## src/rtl/ram_dma_pkg.sv

```systemverilog
// Shared constants and state encoding for the RAM DMA engine.
package ram_dma_pkg;

    localparam int unsigned AW_DEFAULT = 14;

    typedef enum logic [1:0] {
        IDLE = 2'd0,
        RD   = 2'd1,
        WR   = 2'd2
    } state_t;

endpackage

```

## src/rtl/ram_dma.sv

```systemverilog
// RAM DMA engine: ascending byte copy (read/write pairs) or byte fill over a
// single-port synchronous RAM. Pointers wrap modulo 2^AW.
// Optional feature: define RAM_DMA_FILL_EN to enable fill mode; otherwise
// every transfer is a copy and d follows q.
module ram_dma
    import ram_dma_pkg::*;
#(
    parameter int unsigned AW = AW_DEFAULT
) (
    input  logic          clock,
    input  logic          reset,
    input  logic          start,
    input  logic          fill,
    input  logic [AW-1:0] src,
    input  logic [AW-1:0] dst,
    input  logic [AW:0]   len,
    input  logic [7:0]    value,
    output logic          busy,
    output logic          done,
    output logic [AW-1:0] a,
    output logic [7:0]    d,
    output logic          w,
    input  logic [7:0]    q
);

    localparam int unsigned CW = AW + 1;

    state_t        state;
    state_t        state_nxt;
    logic [AW-1:0] src_ptr;
    logic [AW-1:0] src_nxt;
    logic [AW-1:0] dst_ptr;
    logic [AW-1:0] dst_nxt;
    logic [AW-1:0] a_nxt;
    logic [CW-1:0] cnt;
    logic [CW-1:0] cnt_nxt;
    logic          w_nxt;
    logic          done_nxt;
    logic          load;
    logic          fill_sel;
    logic          fill_mode;

`ifdef RAM_DMA_FILL_EN
    logic          fill_q;
    logic [7:0]    value_q;

    assign fill_sel  = fill;
    assign fill_mode = fill_q;

    // Capture transfer mode and fill byte when a transfer is accepted.
    always_ff @(posedge clock or posedge reset) begin
        if (reset) begin
            fill_q  <= 1'b0;
            value_q <= 8'h00;
        end else if (load) begin
            fill_q  <= fill;
            value_q <= value;
        end
    end

    // Write data: fill byte in fill mode, otherwise the byte just read.
    assign d = fill_q ? value_q : q;
`else
    logic unused_fill;

    assign fill_sel    = 1'b0;
    assign fill_mode   = 1'b0;
    assign unused_fill = ^{fill, value};

    // Copy-only build: write data is always the byte just read.
    assign d = q;
`endif

    // Next-state, pointer and RAM-port decode.
    always_comb begin
        state_nxt = state;
        src_nxt   = src_ptr;
        dst_nxt   = dst_ptr;
        cnt_nxt   = cnt;
        a_nxt     = a;
        w_nxt     = 1'b0;
        done_nxt  = 1'b0;
        load      = 1'b0;

        case (state)
            IDLE: begin
                if (start) begin
                    if (len == CW'(0)) begin
                        done_nxt = 1'b1;
                    end else begin
                        load    = 1'b1;
                        src_nxt = src;
                        dst_nxt = dst;
                        cnt_nxt = len;
                        if (fill_sel) begin
                            state_nxt = WR;
                            a_nxt     = dst;
                            w_nxt     = 1'b1;
                        end else begin
                            state_nxt = RD;
                            a_nxt     = src;
                        end
                    end
                end
            end
            RD: begin
                state_nxt = WR;
                a_nxt     = dst_ptr;
                w_nxt     = 1'b1;
            end
            WR: begin
                src_nxt = src_ptr + AW'(1);
                dst_nxt = dst_ptr + AW'(1);
                cnt_nxt = cnt - CW'(1);
                if (cnt == CW'(1)) begin
                    state_nxt = IDLE;
                    done_nxt  = 1'b1;
                end else if (fill_mode) begin
                    a_nxt = dst_ptr + AW'(1);
                    w_nxt = 1'b1;
                end else begin
                    state_nxt = RD;
                    a_nxt     = src_ptr + AW'(1);
                end
            end
            default: begin
                state_nxt = IDLE;
            end
        endcase
    end

    // State, pointers, count and registered RAM-port/status outputs.
    always_ff @(posedge clock or posedge reset) begin
        if (reset) begin
            state   <= IDLE;
            src_ptr <= '0;
            dst_ptr <= '0;
            cnt     <= '0;
            a       <= '0;
            w       <= 1'b0;
            done    <= 1'b0;
            busy    <= 1'b0;
        end else begin
            state   <= state_nxt;
            src_ptr <= src_nxt;
            dst_ptr <= dst_nxt;
            cnt     <= cnt_nxt;
            a       <= a_nxt;
            w       <= w_nxt;
            done    <= done_nxt;
            busy    <= (state_nxt != IDLE);
        end
    end

endmodule
```

## config.mk

```make
export PLATFORM = sky130hd
export DESIGN_NAME = ram_dma
export DESIGN_NICKNAME = d
export VERILOG_FILES = /design/src/rtl/ram_dma_pkg.sv /design/src/rtl/ram_dma.sv
export SDC_FILE = /design/constraint.sdc
export NUM_CORES = 1
export LEC_CHECK = 0
export CORE_MARGIN = 5
export CORE_UTILIZATION = 53
export CTS_BUF_LIST = sky130_fd_sc_hd__clkbuf_2 sky130_fd_sc_hd__clkbuf_4 sky130_fd_sc_hd__clkbuf_8
export DETAILED_ROUTE_END_ITERATION = 10
export PLACE_DENSITY = 0.83
export SYNTH_ARGS = -nofsm -noshare
export SYNTH_HDL_FRONTEND = slang
export SYNTH_SLANG_ARGS = --single-unit
export TNS_END_PERCENT = 100
```

## constraint.sdc

```tcl
create_clock -name clock -period 7 [get_ports clock]
set_clock_uncertainty 0.2 [all_clocks]
set_input_delay 1.4 -clock clock [delete_from_list [all_inputs] [get_ports clock]]
set_output_delay 1.4 -clock clock [all_outputs]
set_load 0.03 [all_outputs]
```

==> flow_summary.ini, run 1 <==
[status]
status = completed

[floorplan]
coreArea_sq_mm = 0.00761
fp.dieW_um = 97.6
die_h_um = 97.6
ioPinCount = 88
die_area_sq_mm = 0.00952
rows = 32
start_util_pct = 53.5

[drt]
dr.pass1.iters = 5
drt.antenna.violating_nets = 0
wl_per_cell_um = 17.0
drc_errors = 0
routed_wl_um = 10600
drt_iter0_markers = 469
vias_per_cell = 6.17
via_count = 3871

[timing]
layout_min_cycle_time_ns = 4.14
slew_headroom_pct = 30.8
maxSlewViolCount = 0
worst_slew_pin_slew_ns = 1.03
hold_viol = 0
tns_ns = 0
fin_crit_sh_pct = 59.1
rsz0062_at_grt = no
max_freq_mhz = 242
setup_viol = 0

[synth]
synth_top_cell_by_area = dfrtp_1
synth_cell_types = 63
synthDominantCellAreaShare_pct = 37.5
avgSynthCellArea_sq_um = 8.37
ys_warn_count = 0
synth_seq_cells = 61
synth_edf_count = 0
synth_ff_type = dfrtp_1
synth_area_leaders = dfrtp_1, a21oi_1, nand2_1
netlist_area_sq_mm = 0.00407
synth-seq-area-share_pct = 37.5
synth_nets = 557
netlist_instances = 486
async_flop_share_pct = 100

[clock_network]
cts_tree = done
cts.repair.resized = 0
clk_pin_slew_worst_paths_ns = 0.07
postCtsHoldBufs = 0
insertion_delay_ns = 0.34
postCtsSetupRepairBufs = 0
ctsHtreeMaxLevel = 3
cts.sinks = 61
root_buffer = clkbuf_8
numCtsBuffers = 9
clk_path_buf_depth = 2

[place]
routabilityCongestion = 0.842
place_hpwl_um = 7140
io_buffers = 62

[worst_hold_path]
min_from = a[10]$_DFFE_PP0P_
hold_end = a[10]$_DFFE_PP0P_
holdPathStages = 2
min-delay-path-class = flip-flop to flip-flop

[global_routing]
grt_antenna_before_repair = 0
grt_overflow = 0
grt_max_degree = 103
grt_usage_pct = 22.5
grt_pass1_wl_um = 17800
grt_pass1_vias = 3700

[critical_path]
rr_endpoint = cnt[9]$_DFFE_PP0P_
r2r_slack_ns = 3.59
worst_r2r_startpoint = state[0]$_DFF_PP0_
crit_type = primary input to flip-flop
r2r_cells = 8
setup.worst_path.end_class = flip-flop
arrival_ns = 4.17
crit_fanout = 23
startpoint_type = primary input
critPathRequiredTime_ns = 7.03

[finish]
final_common_cell = nand2_1
n_antenna_cell = 0
final_cell_mix = nand2_1, clkdlybuf4s50_1, dfrtp_1
utilization_pct = 64.1
area_growth_pct = 20.0
nets = 591
fill_cells = 645
drive_gt1_share_pct = 8.19

[power]
vdd_drop_max_v = 0.0000988
power_density_mw_per_mm2 = 191
p_leak_uw = 0.00203

[job]
max_cap_viol_count = 0
==> synth_stat cells, types with 3 or more instances <==
library cell and instances:
nand2_1 65, dfrtp_1 61, a21oi_1 57, o21ai_0 34
nor2_1 32, clkbuf_1 24, nand3_1 19, o22ai_1 15
inv_1 12, nor3_1 11, nand4_1 10, buf_4 8
ha_1 8, mux2i_1 8, mux2_4 7, o31ai_1 7
xnor2_1 7, a31oi_1 5, buf_1 5, nor4_1 5
o211ai_1 5, o22a_1 5, a41oi_1 4, and4_1 4
buf_2 4, nand2b_1 4, nor3b_1 4, a22oi_1 3
a2bb2oi_1 3, and3_1 3, nor4_2 3, or3_1 3
==> kinds of logic after synthesis <==
family,Yosys count,synth area share [%]
and+or+nand+nor,172,21.1
AOI/OAI and AO/OA,163,25.6
DFF,61,37.5
buffers and inverters,56,6.22
muxes,17,5.11
xor gates and xnor gates,9,1.94
adders and majority gates,8,2.46
==> final cells by class <==
type,count,area (sq um),share of cell area (%)
Timing Repair Buffer,65,643,13.2
Multi-Input combinational cell,369,2300,47.2
Sequential cell,61,1530,31.3
Clock inverter,4,70.1,1.44
Tap cell,102,128,2.62
Inverter,14,52.6,1.08
Clock buffer,12,159,3.26
==> registers in the layout (all words and copies together) (netlist names) <==
signal and count:
cnt 15, state 2, busy 1, dst_ptr 14, a 14, src_ptr 14, done 1
==> metrics by stage <==
stage / instances / area [sq um] / hold WS, ns / total power, uW / setup WS (ns)
6_report: 627 / 4880 / 0.307 / 932 / 2.86
5_1_grt: 627 / 4880 / 0.342 / 970 / 2.63
4_1_cts: 627 / 4880 / 0.314 / 933 / 2.89
3_5_place_dp: 611 / 4650 / 0.299 / 569 / 2.54
3_3_place_gp: 611 / 4650 / 0.292 / 561 / 2.54
2_1_floorplan: 486 / 4070 / 0.290 / 523 / 3.86
==> where the power goes <==
part / internal (uW) / switching (uW)
sequential: 373 / 29.9
combinational: 94.0 / 66.7
clock: 223 / 145
==> worst max-delay path, stage by stage <==
cell	delay, ns
clkdlybuf4s50_1	0.44
nor4_2	0.49
a41oi_2	0.55
a21oi_2	0.91
a21oi_1	0.05
o2bb2a_1	0.32
==> routing by layer <==
metal / vias up / global-route usage, % / share of wire [%]
met4: 0 / 9.90 / 1.8
met3: 27 / 3.59 / 6.0
met5: - / 0 / 0
met1: 1855 / 32.0 / 45
li1: 1849 / - / -
met2: 140 / 33.8 / 47
==> worst max path at each step <==
stage	cells past startpoint	slack [ns]	end	from
after floorplan	1	3.86	d[0]	q[0]
after global placement	6	2.54	dst_ptr[7]$_DFFE_PP0P_	len[7]
after detailed placement	6	2.54	dst_ptr[7]$_DFFE_PP0P_	len[7]
after CTS	6	2.89	dst_ptr[7]$_DFFE_PP0P_	len[7]
after global routing	6	2.63	dst_ptr[12]$_DFFE_PP0P_	len[7]
final	6	2.86	dst_ptr[7]$_DFFE_PP0P_	len[7]
(Power assumes the default switching activity.)
==> run 2, diff against run 1 <==
==> constraint.sdc (replaced) <==
create_clock -name clock -period 4.11 [get_ports clock]
set_clock_uncertainty 0.2 [all_clocks]
set_input_delay 0.822 -clock clock [delete_from_list [all_inputs] [get_ports clock]]
set_output_delay 0.822 -clock clock [all_outputs]
set_load 0.03 [all_outputs]
==> flow_summary.ini, run 2 (synthesized netlist as in run 1, its figures left out) <==
[status]
status = completed

[floorplan]
rows = 32
fp.dieW_um = 97.6
die_h_um = 97.6
coreArea_sq_mm = 0.00761
ioPinCount = 88
start_util_pct = 53.5
die_area_sq_mm = 0.00952

[finish]
regArea_sq_mm = 0.00153
layoutNonFillerInstCount = 631
final_common_cell = nand2_1
area_growth_pct = 19.8
largest_reg_flops = 15
multi_input_area_sq_mm = 0.00229
n_antenna_cell = 0
fill_cells = 629
stdcell_area_sq_mm = 0.00487
nets = 595
top_register = cnt
final_cell_mix = nand2_1, clkdlybuf4s50_1, dfrtp_1
drive_gt1_share_pct = 8.88

[drt]
dr.pass1.iters = 6
vias_per_cell = 6.27
routed_wl_um = 10600
via_count = 3959
drt_iter0_markers = 376
drt.antenna.violating_nets = 0
wl_per_cell_um = 16.8
drc_errors = 0

[worst_hold_path]
min-delay-path-class = flip-flop to flip-flop
holdPathStages = 2

[job]
max_cap_viol_count = 0

[timing]
slew_headroom_pct = 36.9
layout_min_cycle_time_ns = 2.95
worst_slew_pin_slew_ns = 0.946
setup_ws_ns = 1.16
hold_viol = 0
maxSlewViolCount = 0
tns_ns = 0
setup_viol = 0
fin_crit_sh_pct = 71.7
max_freq_mhz = 339
rsz0062_at_grt = no

[critical_path]
critPathRequiredTime_ns = 4.17
setup.worst_path.end_class = flip-flop
crit_type = primary input to flip-flop
startpoint_type = primary input
crit_fanout = 11
arrival_ns = 3.00
r2r_cells = 7

[power]
comb_power_share_pct = 18.0
power_frac_seq_pct = 45.3
power_density_mw_per_mm2 = 311
swShare_pct = 27.1
vdd_drop_max_v = 0.000178
p_clk_share_pct = 36.6
p_int_uw = 1100
p_leak_uw = 0.00203
netSwitchingPower_uw = 410

[clock_network]
insertion_delay_ns = 0.35
postCtsSetupRepairBufs = 0
postCtsHoldBufs = 0
cts.repair.resized = 0
cts_tree = done
numCtsBuffers = 9
ctsHtreeMaxLevel = 3
clk_path_buf_depth = 2
clk_pin_slew_worst_paths_ns = 0.06
cts.sinks = 61
root_buffer = clkbuf_8

[place]
io_buffers = 62
placed_cells = 615
dpl_cell_area_sq_mm = 0.00467
place_hpwl_um = 7250
pre_cts_slack_ns = 0.856
routabilityCongestion = 0.873

[global_routing]
grt_antenna_before_repair = 0
grt_pass1_wl_um = 17700
grt_overflow = 0
grt_usage_pct = 22.5
grt_pass1_vias = 3721
grt_max_degree = 102
[run 2: worst max-delay path, stage by stage]
cell and delay, ns:
clkdlybuf4s50_1 0.44, nor4_2 0.51, a41o_1 0.43, nand2_1 0.33
and4_1 0.31, nor3_1 0.16
[run 2: worst paths after layout]
path / startpoint / endpoint / slack [ns]
setup reg to reg: state[1]$_DFF_PP0_ / a[0]$_DFFE_PP0P_ / 1.46
setup / recovery: len[7] / src_ptr[13]$_DFFE_PP0P_ / 1.16
hold reg to reg: a[11]$_DFFE_PP0P_ / a[11]$_DFFE_PP0P_ / 0.31
min in group asynchronous: reset / cnt[0]$_DFFE_PP0P_ / 0.76
max in group asynchronous: reset / src_ptr[8]$_DFFE_PP0P_ / 2.22
hold / removal: a[11]$_DFFE_PP0P_ / a[11]$_DFFE_PP0P_ / 0.31
[run 2: per-stage QoR]
step	total power (uW)	hold WS, ns	util, %
after floorplan	891	0.290	-
after global placement	956	0.292	61.4
after detailed placement	970	0.293	61.4
after CTS	1510	0.315	64.1
after global routing	1580	0.338	64.1
final	1510	0.310	64.1
[run 2: power groups by stage]
stage	combinational, uW	clock (uW)	sequential [uW]
2_1_floorplan	215	0	676
3_3_place_gp	264	0	692
3_5_place_dp	274	0	696
4_1_cts	274	556	684
5_1_grt	307	585	692
6_report	273	555	686
[run 2: final cells by class]
type / instances / share of cell area (%)
Sequential cell: 61 / 31.3
Tap cell: 102 / 2.62
Clock inverter: 4 / 0.976
Inverter: 14 / 1.08
Clock buffer: 12 / 3.13
Multi-Input combinational cell: 369 / 47.1
Timing Repair Buffer: 69 / 13.8
[run 2: metal layers]
| layer | vias to the layer above | share of wire (%) | global-route usage [%] |
|---|---|---|---|
| met5 | - | 0 | 0 |
| met3 | 22 | 6.8 | 4.24 |
| met1 | 1896 | 45 | 31.1 |
| li1 | 1860 | - | - |
| met4 | 0 | 1.8 | 8.73 |
| met2 | 181 | 46 | 34.8 |
==> run 3, diff against run 2 <==
--- a/config.mk
+++ b/config.mk
@@ -6,10 +6,10 @@
 export NUM_CORES = 1
 export LEC_CHECK = 0
 export CORE_MARGIN = 5
-export CORE_UTILIZATION = 53
+export CORE_UTILIZATION = 48
 export CTS_BUF_LIST = sky130_fd_sc_hd__clkbuf_2 sky130_fd_sc_hd__clkbuf_4 sky130_fd_sc_hd__clkbuf_8
 export DETAILED_ROUTE_END_ITERATION = 10
-export PLACE_DENSITY = 0.83
+export PLACE_DENSITY = 0.79
 export SYNTH_ARGS = -nofsm -noshare
 export SYNTH_HDL_FRONTEND = slang
 export SYNTH_SLANG_ARGS = --single-unit
==> constraint.sdc (replaced) <==
create_clock -name clock -period 2.5 [get_ports clock]
set_clock_uncertainty 0.2 [all_clocks]
set_input_delay 0.5 -clock clock [delete_from_list [all_inputs] [get_ports clock]]
set_output_delay 0.5 -clock clock [all_outputs]
set_load 0.03 [all_outputs]
==> flow_summary.ini, run 3 (synthesized netlist as in run 1, its figures left out) <==
[finish]
utilization_pct = 63.8
top_register = cnt
regArea_sq_mm = 0.00153
final_common_cell = nand2_1
drive_gt1_share_pct = 15.3
fill_cells = 682
area_growth_pct = 29.0
multi_input_area_sq_mm = 0.00229
nets = 635
final_cell_mix = nand2_1, clkdlybuf4s50_1, dfrtp_1
layoutNonFillerInstCount = 674
n_antenna_cell = 0
largest_reg_flops = 15

[job]
max_cap_viol_count = 0

[timing]
maxSlewViolCount = 0
layout_min_cycle_time_ns = 2.36
fin_crit_sh_pct = 94.6
setup_viol = 0
hold_viol = 0
setup_ws_ns = 0.136
rsz0062_at_grt = no
worst_slew_pin_slew_ns = 0.751
max_freq_mhz = 423
slew_headroom_pct = 49.5
tns_ns = 0

[floorplan]
coreArea_sq_mm = 0.00822
rows = 33
die_h_um = 102
ioPinCount = 88
fp.dieW_um = 102
die_area_sq_mm = 0.0104
start_util_pct = 49.5

[critical_path]
worstPathCellList = clkdlybuf4s50_1 > nor3_1 > buf_4 > a41oi_2 > buf_4 > mux2_2 > o22ai_1 > a21oi_1
crit_type = primary input to flip-flop
cp.buffers_inverters = 3
cpPeakStageDelay_ns = 0.48
critPathRequiredTime_ns = 2.51
r2r_slack_ns = 0.18
critPathTopFamily = buffers and inverters
worst_path_max_delay_cell = clkdlybuf4s50_1
path_depth = 8
path_common_cell = buf_4
setup.worst_path.end_class = flip-flop
startpoint_type = primary input
crit_fanout = 11
rr_endpoint = src_ptr[0]$_DFFE_PP0P_
worst_r2r_startpoint = state[0]$_DFF_PP0_
r2r_cells = 10
arrival_ns = 2.38

[drt]
wl_met2_um = 5220
dr.pass1.iters = 5
via_count = 4072
drc_errors = 0
dr_wl_met3_um = 801
routed_wl_um = 11300
wl_per_cell_um = 16.7
routedLengthMet1_um = 5060
vias_per_cell = 6.04
highest_layer = met4
drt.antenna.violating_nets = 0
drt_iter0_markers = 336

[power]
vdd_drop_max_v = 0.000339
p_leak_uw = 0.00226
power_density_mw_per_mm2 = 494

[global_routing]
grt_overflow = 0
grt_usage_pct = 22.4
grt_max_degree = 102
grt_antenna_before_repair = 0
grt_pass1_wl_um = 18700
grt_pass1_vias = 3898

[clock_network]
cts.repair.resized = 0
numCtsBuffers = 9
cts.sinks = 61
cts_tree = done
clk_pin_slew_worst_paths_ns = 0.07
postCtsSetupRepairBufs = 0
postCtsHoldBufs = 0
insertion_delay_ns = 0.35
root_buffer = clkbuf_8
clk_path_buf_depth = 2
ctsHtreeMaxLevel = 3

[worst_hold_path]
min_from = a[6]$_DFFE_PP0P_
hold_end = a[6]$_DFFE_PP0P_
min-delay-path-class = flip-flop to flip-flop
holdPathStages = 2

[place]
routabilityCongestion = 0.888
io_buffers = 62
place_hpwl_um = 8160
pre_cts_slack_ns = -0.226
placed_cells = 658

[status]
status = completed
## run 3: cell types whose count changed in the layout (fill, tap and decap cells not counted)
cell        change
clkbuf_4        -1
bufinv_16       +1
buf_4          +36
clkinvlp_4      -1
clkbuf_8        -1
buf_12          +4
clkinv_4        +2
## run 3: worst max path at each step
stage | to | slack (ns) | startpoint
final | cnt[3]$_DFFE_PP0P_ | 0.14 | len[13]
after global routing | dst_ptr[7]$_DFFE_PP0P_ | 0.005 | len[7]
after floorplan | a[0]$_DFFE_PP0P_ | 0.09 | state[1]$_DFF_PP0_
after detailed placement | cnt[3]$_DFFE_PP0P_ | -0.23 | len[7]
after global placement | a[1]$_DFFE_PP0P_ | -0.17 | len[11]
after CTS | cnt[3]$_DFFE_PP0P_ | 0.15 | len[7]
## run 3: per-stage QoR
| step | hold slack [ns] | power (uW) | cell area (sq um) |
|---|---|---|---|
| final | 0.305 | 2590 | 5250 |
| after global routing | 0.343 | 2710 | 5250 |
| after CTS | 0.309 | 2600 | 5250 |
| after detailed placement | 0.293 | 1620 | 5030 |
| after global placement | 0.288 | 1590 | 5030 |
| after floorplan | 0.290 | 1460 | 4070 |
## run 3: layer usage
| metal | track usage [%] | vias up |
|---|---|---|
| met5 | 0 | - |
| met4 | 8.27 | 0 |
| met3 | 3.07 | 19 |
| met2 | 34.7 | 174 |
| met1 | 32.0 | 1939 |
| li1 | - | 1940 |
## run 3: layout make-up
class / count / area share [%]
Multi-Input combinational cell: 369 / 43.7
Sequential cell: 61 / 29.1
Timing Repair Buffer: 109 / 19.5
Clock buffer: 10 / 2.50
Tap cell: 105 / 2.50
Clock inverter: 6 / 1.67
Inverter: 14 / 1.00
## run 3: power by group
group	switching, uW	internal, uW	total (uW)
Clock	416	572	988
Combinational	193	282	475
Sequential	84.8	1040	1130
Total	694	1900	2590
## run 3: tightest hold or removal path, stage by stage (launching register included)
cell and delay [ns]:
dfrtp_1 0.34, o21ai_0 0.08, o31ai_1 0.06
